===== src/rtl/interrupt_controller_pkg.sv =====
// Shared constants and helpers for the multi-channel interrupt controller.
// Holds vector defaults, trigger-mode encodings and the index-width function.
package interrupt_controller_pkg;

  localparam logic [15:0] VecBaseDefault   = 16'h0004;
  localparam int unsigned VecStrideDefault = 4;

  localparam logic ModeLevel = 1'b0;
  localparam logic ModeEdge  = 1'b1;

  // Width needed to encode n distinct values, never less than one bit.
  function automatic int unsigned clog2w(input int unsigned n);
    return (n <= 2) ? 1 : $clog2(n);
  endfunction

endpackage


===== src/rtl/int_priority_encoder.sv =====
// Combinational fixed-priority encoder: reports the lowest set request index.
module int_priority_encoder #(
  parameter int unsigned Width = 4,
  parameter int unsigned IdxW  = 2
) (
  input  logic [Width-1:0] req_i,
  output logic [IdxW-1:0]  idx_o,
  output logic             valid_o
);

  // Scan from the top so the lowest index is the last (winning) assignment.
  always_comb begin
    idx_o   = '0;
    valid_o = 1'b0;
    for (int i = Width - 1; i >= 0; i--) begin
      if (req_i[i]) begin
        idx_o   = IdxW'(i);
        valid_o = 1'b1;
      end
    end
  end

endmodule


===== src/rtl/interrupt_controller.sv =====
// Multi-channel interrupt controller with per-channel edge/level mode, masking,
// fixed priority and nested pre-emption, evaluated at instruction commit.
module interrupt_controller
  import interrupt_controller_pkg::*;
#(
  parameter int unsigned NUM_INT    = 4,
  parameter int unsigned NEST_DEPTH = 2,
  parameter logic [15:0] VEC_BASE   = VecBaseDefault,
  parameter int unsigned VEC_STRIDE = VecStrideDefault,
  localparam int unsigned IdW       = clog2w(NUM_INT),
  localparam int unsigned LvlW      = clog2w(NEST_DEPTH + 1)
) (
  input  logic               CLK,
  input  logic               RESET,
  input  logic               COMMIT,
  input  logic               EIX,
  input  logic               DIX,
  input  logic               RETIX,
  input  logic [NUM_INT-1:0] INT_IN,
  input  logic [NUM_INT-1:0] EDGE_MODE,
  input  logic [NUM_INT-1:0] INT_MASK,
  output logic               PC_LD_INT,
  output logic [15:0]        INT_VECTOR,
  output logic [IdW-1:0]     INT_ID,
  output logic               IEN,
  output logic [NUM_INT-1:0] PENDING,
  output logic [NUM_INT-1:0] IN_SERVICE,
  output logic [LvlW-1:0]    NEST_LEVEL
);

  logic [NUM_INT-1:0] sync1_q, sync2_q, prev_q;
  logic [NUM_INT-1:0] pending_q, pending_d;
  logic [NUM_INT-1:0] in_service_q, in_service_d;
  logic               ien_q, ien_d;
  logic [LvlW-1:0]    nest_q, nest_d;
  logic [IdW-1:0]     stack_q [NEST_DEPTH];
  logic [IdW-1:0]     stack_d [NEST_DEPTH];

  logic [NUM_INT-1:0] edge_det, pend_vis, cand;
  logic [IdW-1:0]     sel, top_id;
  logic               sel_valid, take, do_pop;

  assign edge_det = sync2_q & ~prev_q;

  // Level channels expose the synchronised line directly; edge channels the latch.
  always_comb begin
    pend_vis = '0;
    for (int i = 0; i < NUM_INT; i++) begin
      pend_vis[i] = (EDGE_MODE[i] == ModeLevel) ? sync2_q[i] : pending_q[i];
    end
  end

  assign cand = pend_vis & INT_MASK;

  int_priority_encoder #(
    .Width(NUM_INT),
    .IdxW (IdW)
  ) u_prio (
    .req_i  (cand),
    .idx_o  (sel),
    .valid_o(sel_valid)
  );

  always_comb begin
    top_id = '0;
    for (int i = 0; i < NEST_DEPTH; i++) begin
      if (LvlW'(i + 1) == nest_q) top_id = stack_q[i];
    end
  end

  assign take = COMMIT && ien_q && sel_valid && !DIX && !RETIX &&
                (nest_q < LvlW'(NEST_DEPTH)) && ((nest_q == '0) || (sel < top_id));
  assign do_pop = COMMIT && RETIX && (nest_q != '0);

  always_comb begin
    pending_d    = pending_q;
    in_service_d = in_service_q;
    stack_d      = stack_q;
    nest_d       = nest_q;
    ien_d        = ien_q;

    // A fresh edge beats the take-clear on the same channel.
    for (int i = 0; i < NUM_INT; i++) begin
      if (take && (sel == IdW'(i))) pending_d[i] = 1'b0;
      if (edge_det[i])               pending_d[i] = 1'b1;
      if (EDGE_MODE[i] != ModeEdge)  pending_d[i] = 1'b0;
    end

    if (take) begin
      in_service_d[sel] = 1'b1;
      for (int j = 0; j < NEST_DEPTH; j++) begin
        if (LvlW'(j) == nest_q) stack_d[j] = sel;
      end
      nest_d = nest_q + LvlW'(1);
    end

    if (do_pop) begin
      in_service_d[top_id] = 1'b0;
      nest_d               = nest_q - LvlW'(1);
    end

    if (COMMIT) begin
      if (EIX || RETIX) ien_d = 1'b1;
      if (DIX || take)  ien_d = 1'b0;
    end
  end

  always_ff @(posedge CLK) begin
    if (RESET) begin
      sync1_q      <= '0;
      sync2_q      <= '0;
      prev_q       <= '0;
      pending_q    <= '0;
      in_service_q <= '0;
      ien_q        <= 1'b0;
      nest_q       <= '0;
      stack_q      <= '{default: '0};
    end else begin
      sync1_q      <= INT_IN;
      sync2_q      <= sync1_q;
      prev_q       <= sync2_q;
      pending_q    <= pending_d;
      in_service_q <= in_service_d;
      ien_q        <= ien_d;
      nest_q       <= nest_d;
      stack_q      <= stack_d;
    end
  end

  assign PC_LD_INT  = take;
  assign INT_ID     = sel;
  assign INT_VECTOR = VEC_BASE + (16'(sel) * 16'(VEC_STRIDE));
  assign IEN        = ien_q;
  assign PENDING    = pend_vis;
  assign IN_SERVICE = in_service_q;
  assign NEST_LEVEL = nest_q;

endmodule


===== config.mk =====
export PLATFORM = sky130hd
export DESIGN_NAME = interrupt_controller
export DESIGN_NICKNAME = d
export VERILOG_FILES = /design/src/rtl/interrupt_controller_pkg.sv /design/src/rtl/int_priority_encoder.sv /design/src/rtl/interrupt_controller.sv
export SDC_FILE = /design/constraint.sdc
export NUM_CORES = 1
export LEC_CHECK = 0
export CORE_ASPECT_RATIO = 0.6
export CORE_MARGIN = 10
export CORE_UTILIZATION = 29
export CTS_CLUSTER_DIAMETER = 50
export DETAILED_ROUTE_END_ITERATION = 16
export SYNTH_ARGS = -nofsm -noshare
export SYNTH_HDL_FRONTEND = slang
export SYNTH_SLANG_ARGS = --single-unit

===== constraint.sdc =====
create_clock -name CLK -period 3.8 [get_ports CLK]
set_input_delay 0.38 -clock CLK [delete_from_list [all_inputs] [get_ports CLK]]
set_output_delay 0.38 -clock CLK [all_outputs]
set_load 0.01 [all_outputs]

Word level (Yosys, flattened, before mapping)
Index checks and enable logic that the tools add are counted.
{"block": "totals", "ff_bits": 27, "inputBits": 18, "out_inout_bits": 30, "wordCells": 103}
{"block": "op_classes", "addsub": 3, "order_cmp": 6, "n_eq_ne": 5, "muxes": 32, "n_bitwise": 10, "n_reduce_logical": 35}
{"cell": "1-bit 2-to-1 mux", "count": 20}
{"cell": "2-bit 2-to-1 mux", "count": 8}
{"cell": "1-bit logical AND", "count": 14}
{"cell": "2-bit nonzero test", "count": 7}
{"cell": "4-bit bitwise AND", "count": 3}
{"cell": "4-bit 2-to-1 mux", "count": 2}
{"cell": "4-bit NOT", "count": 2}
{"cell": "2-bit OR reduction", "count": 4}
{"cell": "2-bit by 3-bit < comparator with 1-bit output, second input constant", "count": 2}
{"cell": "2-bit AND reduction", "count": 3}
{"cell": "3-bit by 4-bit adder with 5-bit output, first input constant", "count": 1}
{"cell": "1-bit demux with 2-bit select", "count": 2}
{"cell": "2-bit == test, second input constant", "count": 2}
{"cell": "2-bit by 1-bit greater-or-equal comparator with 1-bit output, second input constant", "count": 2}
{"cell": "2-bit zero test", "count": 2}
{"cell": "1-bit NOT", "count": 4}
{"cell": "4-bit bitwise OR", "count": 1}
{"cell": "1-bit logical OR", "count": 3}
{"cell": "2-bit by 1-bit adder with 2-bit output, second input constant", "count": 1}
{"cell": "1-bit by 2-bit == test with 1-bit output, first input constant", "count": 1}
{"cell": "2-bit by 1-bit == test with 1-bit output, second input constant", "count": 1}
{"cell": "2-bit == test, first input constant", "count": 1}
{"cell": "1-bit zero test", "count": 2}
{"cell": "2-bit < comparator", "count": 1}
{"cell": "2 further kinds", "count": 2}

Longest topological paths before layout
{"block": "logic_depth", "depth_word": 14, "depth_mapped": 11, "mapped_depth_nobuf": 10}

Cells and area by module
Synthesis repeated with hierarchy kept, for this count alone.
{"block": "unflattened", "cells_unflattened": 157, "hier_area_um2": 1500.2}
{"module": "interrupt_controller", "n_inst": 1, "cells_per_inst": 150, "area_each_um2": 1465.2, "seq_area_each_um2": 540.5}
{"module": "int_priority_encoder", "n_inst": 1, "cells_per_inst": 7, "area_each_um2": 35.0, "seq_area_each_um2": 0.0}

Worst setup path before layout
OpenSTA, ideal clock, no wires.
{"block": "synth_path", "path_type": "input-to-output", "start": "input EDGE_MODE[3]", "end": "output PC_LD_INT", "arrival_ns": 2.325, "required_time_ns": 3.420, "path_slack_ns": 1.095, "path_stages": 9, "n_path_buf": 1, "cell_sequence": "mux2_2 a22oi_1 nand2b_1 inv_1 ha_1 inv_1 a311o_1 a21o_1 buf_6"}
{"block": "synth_via", "elab_cells_between_ends": 17, "cone_classes": "order compare: 1; mux: 9; bitwise: 1; reduce/logical: 6"}
{"item": "start: declaration", "line": "interrupt_controller.sv:20", "text": "input logic [NUM_INT-1:0] EDGE_MODE,"}
{"item": "1-bit 2-to-1 mux", "line": "interrupt_controller.sv:49", "text": "pend_vis[i] = (EDGE_MODE[i] == ModeLevel) ? sync2_q[i] : pending_q[i];"}
{"item": "4-bit bitwise AND", "line": "interrupt_controller.sv:53", "text": "assign cand = pend_vis & INT_MASK;"}
{"item": "2-bit 2-to-1 mux (4 in a row)", "line": "int_priority_encoder.sv:16", "text": "if (req_i[i]) begin"}
{"item": "via INT_ID[1]", "line": "interrupt_controller.sv:24", "text": "output logic [IdW-1:0] INT_ID,"}
{"item": "2-bit < comparator", "line": "interrupt_controller.sv:72", "text": "(nest_q < LvlW'(NEST_DEPTH)) && ((nest_q == '0) || (sel < top_id));"}
{"item": "1-bit logical OR", "line": "interrupt_controller.sv:72"}
{"item": "1-bit logical AND", "line": "interrupt_controller.sv:72"}
{"item": "end: declaration", "line": "interrupt_controller.sv:22", "text": "output logic PC_LD_INT,"}
The timed path passes the listed nets, and every way through them passes these cells.

Worst setup path after layout
{"block": "layout_path", "start": "input EDGE_MODE[0]", "end": "output PC_LD_INT"}
{"block": "layout_via", "elab_chain_len": 8, "elab_cells_between_ends": 11, "cone_classes": "order compare: 1; mux: 3; bitwise: 1; reduce/logical: 6"}
{"item": "1-bit 2-to-1 mux (*)", "line": "interrupt_controller.sv:49"}
{"item": "4-bit bitwise AND (*)", "line": "interrupt_controller.sv:53"}
{"item": "branches (longest 5 deep; another with 2-bit < comparator)"}
{"item": "1-bit logical AND (*)", "line": "interrupt_controller.sv:72"}
Mark *: on every way between the ends.

==> impl_metrics.ini <==
[run_status]
status = finished clean

[logic_synthesis]
synthFlopType = dfxtp_1
synth_fa_ha_area_frac = 0.07018
ys_seq_area_frac = 0.3789
yosys_warnings = 0
synth_common_cells = dfxtp_1 (27), nor2b_1 (26), nor2_1 (16)
yosys.cell_types.count = 36
synthMostInstantiatedCell = dfxtp_1
ys_ff_latch = 27
synth-xor-area-share = 0
syn_area_sq_mm = 0.001426
synth_top_area_cell = dfxtp_1
synth-edff-count = 0
async_flop_share = 0
syn_area_per_cell_sq_um = 9.085
syn_inst = 157
synthMuxAreaShare = 0.06842
yosys.area_share.simple = 0.2079
synth_area_leaders = dfxtp_1 (38%), nor2b_1 (11%), ha_1 (7.0%), buf_4 (6.8%), nor2_1 (4.2%)
synth_compound_area_frac = 0.1640
synth_top_family_by_area = simple AND/OR/NAND/NOR gates
synth_top_area_frac = 0.3789

[place]
gp_congestion = 0.8805
port_buffers = 34
hpwl_um = 2929

[setup_path]
reg2regPathDepth = 9
critPathRequiredTime_ns = 3.42
path_cells = clkdlybuf4s50_1 -> mux2_2 -> a22oi_1 -> nand2b_1 -> inv_1 -> ha_1 -> inv_1 -> a311o_1 -> a21o_1 -> clkdlybuf4s50_1
r2r_start = sync2_q[0]
r2r_setup_slack_ns = 1.16
crit_type = primary input to output port
r2r-end = stack_q[1]
cp-end-kind = output port
crit_arrival_ns = 3.13
worstPathMaxFanout = 4
start_kind = primary input
crit_path_max_incr_delay_ns = 0.49
slowest_stage = clkdlybuf4s50_1

[clock_network]
clkSinkCount = 27
cts_resized = 0
cts_root_buf = clkbuf_8
numCtsBuffers = 3
clock_latency_ns = 0.27
clockBufferDepth = 2
cts_tree = built
clk_pin_slew_ns = 0.08
h-tree-depth = 1
ctsHoldBuffers = 0
cts_setup_buffers = 0

[global_routing]
antenna_found_initial = 0
first_global_vias = 1081
grt_pass1_wl_um = 5768
grt_usage = 0.08650
grt_start_max_net_pins = 24
grt-ovfl-total = 0

[timing]
hold_viol = 0
relSlewSlack = 0.4110
clock.fmax_mhz = 285.0
rsz0062_at_grt = no
slew_viol_final = 0
fin_skew_ns = 0.008714
layout_min_cycle_time_ns = 3.508
tightest_slew_ns = 0.8808
period_share = 0.9233
hold_ws_ns = 0.4426
setup_viol_count_final = 0
setup_tns_ns = 0

[drt]
avgViaCountPerCell = 4.300
postRouteWirelength_um = 3599
post_drt_wl_per_cell_um = 14.00
ant_nets = 0
vias = 1105
first_iter_violations = 29
dr.pass1.iters = 4
drc_errors = 0

[pwr]
powerDensity_mw_per_mm2 = 288.5
p_leak_uw = 0.0007890
p_int_uw = 404.8
switching_share = 0.2397
clkPwrFrac = 0.305
pwr-share-comb = 0.145
pwr-share-seq = 0.550
ir_worst_vdd_mv = 0.1235
p_switching_uw = 127.6

[layout]
n_antenna_cell = 0
area.growth.synth_to_final_pct = 29.39
layout.nets = 221
drive_above_1_share = 0.06186

[hold_path]
whs_path_depth = 1
whs_endpoint = sync2_q[2]
hold_class = register to register
min-delay-start = sync1_q[2]

[floorplan]
initial_utilization = 0.3061
die_h_um = 74.33
dieArea_sq_mm = 0.008216
fp-row-count = 19
coreArea_sq_mm = 0.004659
io-pin-count = 48
die_w_um = 110.5

[run]
maxCapViolations = 0
==> worst max-delay path, delay by kind of cell <==
kind / cells / cell delay, ns
buffers and inverters: 4 / 1.12
AOI/OAI and AO/OA: 3 / 0.90
muxes: 1 / 0.39
and+or+nand+nor: 1 / 0.19
adders and majority gates: 1 / 0.14
==> sequential cells by signal (all words and copies together) (netlist names) <==
register    count
sync2_q         4
sync1_q         4
IN_SERVICE      4
prev_q          4
pending_q       4
stack_q         4
NEST_LEVEL      2
IEN             1
==> power by group through the flow <==
stage	Combinational (uW)	Clock, uW	Sequential [uW]
after floorplan	46.6	0	299
after global placement	76.3	0	299
after detailed placement	76.5	0	299
after CTS	77.0	168	293
after global routing	85.1	179	294
final	77.3	162	293
==> area by class of cell <==
type | instances | area (sq um)
clock buffers | 4 | 45.04
repair buffers | 38 | 370.4
flip-flops and latches | 27 | 540.5
fillers | 491 | 2814
inverters | 9 | 33.78
well taps | 63 | 78.83
multi-input cells | 116 | 777.0
==> cell families after synthesis <==
family | count (synthesis)
compound gates | 31
fa+ha+maj | 8
buf+inv | 26
flops | 27
mux | 9
other cells | 1
simple gates | 55
==> how the worst max path moves through the flow <==
stage	start	end	slack (ns)	cells after the start
finish	EDGE_MODE[0]	PC_LD_INT	0.29	10
CTS	EDGE_MODE[0]	PC_LD_INT	0.30	10
detailed placement	EDGE_MODE[0]	PC_LD_INT	0.32	10
floorplan	EDGE_MODE[3]	PC_LD_INT	1.10	9
global placement	EDGE_MODE[2]	PC_LD_INT	0.40	11
global route	EDGE_MODE[2]	PC_LD_INT	0.12	11
==> stage by stage <==
step | utilization | total power (uW) | instances | worst slack (ns) | cell area, sq um
finish | 0.3961 | 532.4 | 257 | 0.2915 | 1846
global route | 0.3961 | 557.8 | 257 | 0.1180 | 1846
CTS | 0.3961 | 538.0 | 257 | 0.2996 | 1846
detailed placement | 0.3864 | 375.8 | 253 | 0.3193 | 1800
global placement | 0.3864 | 375.4 | 253 | 0.3960 | 1800
floorplan | - | 345.4 | 169 | 1.095 | 1471
==> metal layers <==
layer | track usage | share of wire
met5 | 0 | 0
met4 | 0.01293 | 0.0042
met3 | 0.03454 | 0.056
met2 | 0.1289 | 0.43
met1 | 0.1167 | 0.51
==> cells in the final DEF (no fill, tap or decap), drive strengths merged <==
| master | instances |
|---|---|
| a21o | 1 |
| o211a | 1 |
| mux2 | 6 |
| nand4 | 1 |
| a31oi | 1 |
| ha | 8 |
| clkbuf | 4 |
| a311o | 1 |
| o211ai | 1 |
| nor2b | 26 |
| buf | 4 |
| nand2b | 1 |
| clkdlybuf4s50 | 34 |
| a2111oi | 1 |
| a211oi | 6 |
| or2 | 1 |
| and2 | 1 |
| nor3b | 1 |
| nor3 | 1 |
| a22o | 1 |
| inv | 9 |
| conb | 13 |
| and3b | 2 |
| o221a | 2 |
| dfxtp | 27 |
| a22oi | 2 |
| mux2i | 3 |
| a21oi | 5 |
| o2bb2ai | 1 |
| nand2 | 5 |
| nor2 | 16 |
| o21ai | 5 |
| o21a | 3 |
Power figures use the tool's default switching activity.
